==> config.mk <==
export PLATFORM = sky130hd
export DESIGN_NAME = alu_op_sequencer
export DESIGN_NICKNAME = d
export VERILOG_FILES = /design/src/rtl/alu_op_sequencer.sv
export SDC_FILE = /design/constraint.sdc
export NUM_CORES = 1
export LEC_CHECK = 0
export ABC_AREA = 1
export BUFFER_PORTS_ARGS = -buffer_cell sky130_fd_sc_hd__buf_2
export CORE_MARGIN = 5
export CORE_UTILIZATION = 40
export CTS_BUF_LIST = sky130_fd_sc_hd__clkbuf_4
export CTS_CLUSTER_SIZE = 14
export DETAILED_ROUTE_END_ITERATION = 10
export PLACE_DENSITY = 0.7
export SLEW_MARGIN = 10
export SYNTH_ARGS = -nofsm -noshare
export SYNTH_HDL_FRONTEND = slang
export SYNTH_SLANG_ARGS = --single-unit
==> constraint.sdc <==
create_clock -name clk -period 1.2 [get_ports clk]
set_input_delay 0.12 -clock clk [delete_from_list [all_inputs] [get_ports clk]]
set_output_delay 0.12 -clock clk [all_outputs]
set_load 0.1 [all_outputs]
==> src/rtl/alu_op_sequencer.sv <==
// alu_op_sequencer: accepts one instruction word per handshake, launches the ALU,
// waits a fixed ALU latency, captures result/flags and holds them valid for display.
// A word with Ain=1 makes the next accepted word take the last captured result as num1.
module alu_op_sequencer #(
    parameter int ALU_LAT     = 1,
    parameter int HOLD_CYCLES = 4
) (
    input  logic        clk,
    input  logic        rst,
    input  logic        instr_valid,
    input  logic [10:0] instruct,
    output logic        instr_ready,
    output logic [3:0]  alu_num1,
    output logic [3:0]  alu_num2,
    output logic [1:0]  alu_oper,
    output logic        alu_start,
    input  logic [3:0]  alu_result,
    input  logic [3:0]  alu_flags,
    output logic [3:0]  res_out,
    output logic [3:0]  flags_out,
    output logic        res_valid,
    output logic        chain_active,
    output logic [1:0]  state_dbg
);

    // The counter only ever holds values up to max(ALU_LAT, HOLD_CYCLES) - 1.
    localparam int MAX_CNT = (ALU_LAT > HOLD_CYCLES) ? ALU_LAT : HOLD_CYCLES;
    localparam int CNT_W   = (MAX_CNT > 1) ? $clog2(MAX_CNT) : 1;
    localparam logic [CNT_W-1:0] LAT_LOAD  = CNT_W'(ALU_LAT - 1);
    localparam logic [CNT_W-1:0] HOLD_LOAD = CNT_W'(HOLD_CYCLES - 1);

    // Encoding is visible on state_dbg, so it is fixed explicitly.
    typedef enum logic [1:0] {
        S_IDLE  = 2'b00,
        S_ISSUE = 2'b01,
        S_WAIT  = 2'b10,
        S_DONE  = 2'b11
    } state_t;

    state_t           state;
    state_t           state_nxt;
    logic [CNT_W-1:0] count;
    logic [CNT_W-1:0] count_nxt;
    logic             accept;
    logic             capture;

    // State and counter registers; reset aborts any operation in flight.
    always_ff @(posedge clk or posedge rst) begin
        if (rst) begin
            state <= S_IDLE;
            count <= '0;
        end else begin
            state <= state_nxt;
            count <= count_nxt;
        end
    end

    // Next-state, counter update and the accept/capture strobes for the datapath.
    always_comb begin
        state_nxt = state;
        count_nxt = count;
        accept    = 1'b0;
        capture   = 1'b0;
        case (state)
            S_IDLE: begin
                if (instr_valid) begin
                    accept    = 1'b1;
                    count_nxt = LAT_LOAD;
                    state_nxt = S_ISSUE;
                end
            end
            S_ISSUE: begin
                state_nxt = S_WAIT;
            end
            S_WAIT: begin
                if (count == '0) begin
                    capture   = 1'b1;
                    count_nxt = HOLD_LOAD;
                    state_nxt = S_DONE;
                end else begin
                    count_nxt = count - 1'b1;
                end
            end
            S_DONE: begin
                if (count == '0) begin
                    state_nxt = S_IDLE;
                end else begin
                    count_nxt = count - 1'b1;
                end
            end
            default: begin
                state_nxt = S_IDLE;
            end
        endcase
    end

    // Operand registers load only on acceptance; result registers only on capture.
    // Chaining reads res_out before this edge, i.e. the last completed result.
    always_ff @(posedge clk or posedge rst) begin
        if (rst) begin
            alu_num1     <= '0;
            alu_num2     <= '0;
            alu_oper     <= '0;
            chain_active <= 1'b0;
            res_out      <= '0;
            flags_out    <= '0;
        end else begin
            if (accept) begin
                alu_num1     <= chain_active ? res_out : instruct[10:7];
                alu_num2     <= instruct[6:3];
                alu_oper     <= instruct[2:1];
                chain_active <= instruct[0];
            end
            if (capture) begin
                res_out   <= alu_result;
                flags_out <= alu_flags;
            end
        end
    end

    // Status outputs decode directly from state, so start and valid can never overlap.
    always_comb begin
        instr_ready = (state == S_IDLE);
        alu_start   = (state == S_ISSUE);
        res_valid   = (state == S_DONE);
        state_dbg   = state;
    end

endmodule
---- Yosys cells after proc, flatten, opt, wreduce, memory -nomap -nowiden ----
Index checks and enable logic that the tools add are counted.
word-level totals
  register bits after elaboration ......... 23
  input port bits ......................... 22
cells by class
  reductions and logical operators ........ 5
  $add $sub $neg .......................... 1
  equal/unequal tests ..................... 7
  multiplexer cells ....................... 13
operator list
  kind                   count
  $mux W2                6
  $pmux W2 S4            1
  $ne A2 B2 Y1 const B   3
  $pmux W2 S3            1
  $reduce_and A3 Y1      2
  $eq A2 B2 Y1 const B   2
  $logic_not A2 Y1       2
  $mux W1                4
  $mux W4                1
  $reduce_bool A3 Y1     1
  $eq A2 B1 Y1 const B   1
  $ne A2 B1 Y1 const B   1
  $sub A2 B1 Y2 const B  1

---- Longest topological paths before layout ----
  depth after elaboration ................. 3
  gate-level depth with buffers ........... 8
  depth with buffers taken out ............ 8

---- Worst setup path after synthesis ----
OpenSTA, ideal clock, no wires.
  path kind ............................... flip-flop to flip-flop
  from .................................... reg state[1] (netlist: state_dbg[1])
  to ...................................... reg state[0] (netlist: state_dbg[0])
  period minus slack after synthesis ...... 2528 ps
  buffers on the path ..................... 0
  library setup time ...................... 68 ps
  stages on the path, launching flop included .. 6
  setup slack ............................. -1328 ps
  data required time ...................... 1132 ps
  arrival ................................. 2460 ps
  cell sequence ........................... dfrtp_1 -> ha_1 -> nand2_1 -> nand3_2 -> nand2_1 -> nand2_1
on the way
  word-level cells in the longest chain between the ends .. 3
RTL lines
  item                                RTL line  text
  start: declaration                  40        state_t state;
  start signal: assignment            53        state <= state_nxt;
  $eq A2 B2 Y1 *                      -
  named net res_valid                 21        output logic res_valid,
  $ne A2 B1 Y1 (no source line)       -
  $reduce_and A3 Y1 (no source line)  -
Mark *: on every way through the listed nets, which the timed path passes. The rest lies on a longest branch.
A chain may end at the register's enable or synchronous reset.

---- Worst setup path in the final report ----
  from .................................... reg state[1] (netlist: state_dbg[1])
  to ...................................... out alu_start
on the way
  word-level cells in the longest chain between the ends .. 1
RTL lines
  item              RTL line  text
  $eq A2 B1 Y1      124       alu_start = (state == S_ISSUE);
  end: declaration  16        output logic alu_start,
No other way between the ends.

==> results.md <==
* Status: finished with violations
* Failing checks: setup timing
* DR WL/cell at 13.1 um
* Worst skew pair latency at 0.31 ns
* Syn Inst Count at 138
* Warnings from Yosys at 0
* Worst Setup SP: state_dbg[1]$_DFFE_PP0P_
* Max_slew headroom at approximately four fifths
* Fin crit period at 1.44 ns
* Layout cells sized above 1 at 44.4%
* Drt drc at 0
* CTS H-Tree Depth at 1
* Post-synth cell types at 15
* GR peak layer: met2
* Clock transition at the registers of the reported paths at 0.13 ns
* FF/Latch Area at 583 sq um
* Worst r2r src: state_dbg[1]$_DFFE_PP0P_
* HP Class: primary input to register
* Critical Path End Type: primary output
* Max cap viols at 0
* Initial Utilization at 41.8%
* M3 GR Usage at 4.03%
* Skew final at roughly 0.0095 ns
* CTS Buffer Depth at 2
* Synth Cell Area at 1160 sq um
* IO buf count at 45
* Final setup viols at 28
* Final worst path period share at 120%
* Fmax achieved at 693 MHz
* Post-synthesis sequential area ratio at between 40% and 50%
* Routability cong. at 0.843
* CP Launch Type: register
* Largest stage delay on the critical path at 0.53 ns
* Met2 Usage GRT at 25.4%
* # fillers at 212
* Met1 Use GR at about a fifth
* Syn_nets at 167
* Nets at 228
* Diode count at 0
* Cell depth of the worst hold path at 3
* Arrival time worst endpoint at 1.32 ns
* Vias at roughly 1100
* Die width at between 60 and 70 um
* Routed Antenna Nets at 0
* Critical path's top delay family: flip-flops
* Fin worst setup slack at -0.243 ns
* Via/cell ratio at 4.90
* Root buffer cell: clkbuf_4
* Crit path depth at 4
* CP Data Required Time at 1.08 ns
* Grt total ovfl at 0
* Iter 0 DRT Violations at 33
* First-pass GRT wire length at slightly above 5 mm
* Initial antenna violation count at 0
* HPWL Detailed at 2.35 mm
* CP max stage cell: dfrtp_4
* Worst-path maximum fanout at 3
* R2R depth at 9
* CTS tree: done
* Min-delay src: instruct[4]
* Die H at 63.9 um
* Top-Level Pins at 46
* Area grow syn2layout at 69.9%
* Total track usage at 15.1%
* Setup crit end: alu_start
* Largest net degree at the start of global routing at 24
* 1st-pass router iterations at 4
* Actual slew at the worst max-slew pin at approximately 0.29 ns
* Cts bufs inserted at 3
* Crit-path cells: inv_4 -> buf_6 -> ha_4 -> buf_12
* Total Die Area at 4090 sq um
* Sink Count at 23
* Worst R2R End: count[0]$_DFFE_PP0P_
* FP Rows at 19
* Critical path type: register to primary output
* RSZ-0062 raised after global routing: yes
* DRT Wirelength at 3.00 mm
* Core Box Area at 2780 sq um
* Slew Limit Fails at 0
* FF+latch count, synth at 23
* Syn avg cell area at 8.43 sq um
* Register-to-register setup slack at -0.22 ns
* Bufs and invs on worst path at 3
* Multi-input gate area at roughly 570 sq um
* Total negative setup slack at -3.64 ns
* Fin. Hold Viols at 0
* Vias in the first global route at 1102
worst min-delay path: stages:
cell and delay, ns:
buf_2 0.08, nand2_1 0.04, nand2_1 0.06
layout make-up:
type | instances | share of cell area, %
tap | 31 | 1.96
clock buffer | 3 | 1.14
timing repair buffer | 60 | 34.9
clock inverter | 1 | 0.253
sequential | 23 | 29.5
inverter | 15 | 3.61
multi-input combinational | 96 | 28.6
sequential cells by signal, summed over array words and instances (netlist names):
| signal | flops |
|---|---|
| alu_num2 | 4 |
| alu_oper | 2 |
| alu_num1 | 4 |
| flags_out | 4 |
| count | 2 |
| res_out | 4 |
| state_dbg | 2 |
| chain_active | 1 |
per-stage QoR:
stage                     cells  instance area [sq um]  setup slack, ns  hold WS, ns  util [%]
after floorplan             138                   1220           -0.442        0.122         -
after global placement      219                   1810          -0.0532        0.168      64.9
after detailed placement    219                   1810          -0.0885        0.174      64.9
after CTS                   227                   1920           -0.259      0.00335      69.1
after global routing        229                   1980           -0.296       0.0162      71.1
final                       229                   1980           -0.243      0.00487      71.1
timing repair:
item | in CTS | in global routing
resized for setup | 17 | 5
endpoints found under the setup margin | 34 | 28
buffers inserted | 3 | 1
hold buffers | 1 | 0
hold endpoints to repair | 23 | 0
gates cloned | 0 | 1
pin swaps | 9 | 2
worst min-delay path by stage:
stage	slack [ns]	to
2_1_floorplan	0.12	alu_num1[0]$_DFFE_PP0P_
3_3_place_gp	0.17	alu_num2[2]$_DFFE_PP0P_
3_5_place_dp	0.17	alu_num2[3]$_DFFE_PP0P_
4_1_cts	0.003	alu_oper[0]$_DFFE_PP0P_
5_1_grt	0.02	alu_num2[3]$_DFFE_PP0P_
6_report	0.005	alu_num2[1]$_DFFE_PP0P_
cells in the mapped netlist, drive strengths merged:
cell | count | area (sq um)
a21oi | 9 | 60.1
buf | 4 | 45.0
dfrtp | 23 | 576
ha | 7 | 87.6
inv | 15 | 56.3
nand2 | 62 | 245
nand3 | 10 | 55.1
nand4 | 2 | 12.5
nor2 | 5 | 21.3
o21ai | 1 | 5.00
kinds of logic (layout without fill, tap and decap cells):
kind of cell / Yosys count / in the layout / share of synthesized area, %
adders and majority gates: 7 / 7 / 7.53
AOI/OAI and AO/OA: 10 / 10 / 5.59
buffers and inverters: 19 / 79 / 8.71
and+or+nand+nor: 79 / 79 / 28.7
DFF: 23 / 23 / 49.5
cell usage in the layout, fill, tap and decap left out, types with 2 or more instances in the layout:
master	instances
a21oi_1	3
a21oi_2	6
buf_12	20
buf_2	21
buf_4	12
buf_6	4
clkbuf_4	3
dfrtp_1	21
dfrtp_4	2
ha_1	4
ha_4	3
inv_1	12
nand2_1	55
nand2_2	4
nand2_4	2
nand3_1	9
nand4_1	2
nor2_1	2
nor2_2	3
metal layers:
metal / vias up / part of all wire (%)
met1: 532 / 42
met4: 0 / 1.3
met5: - / 0
met3: 4 / 7.0
li1: 549 / -
met2: 38 / 50
Power is not shown: default switching activity piles up to over one toggle a cycle in this logic, so the estimate is an artifact.
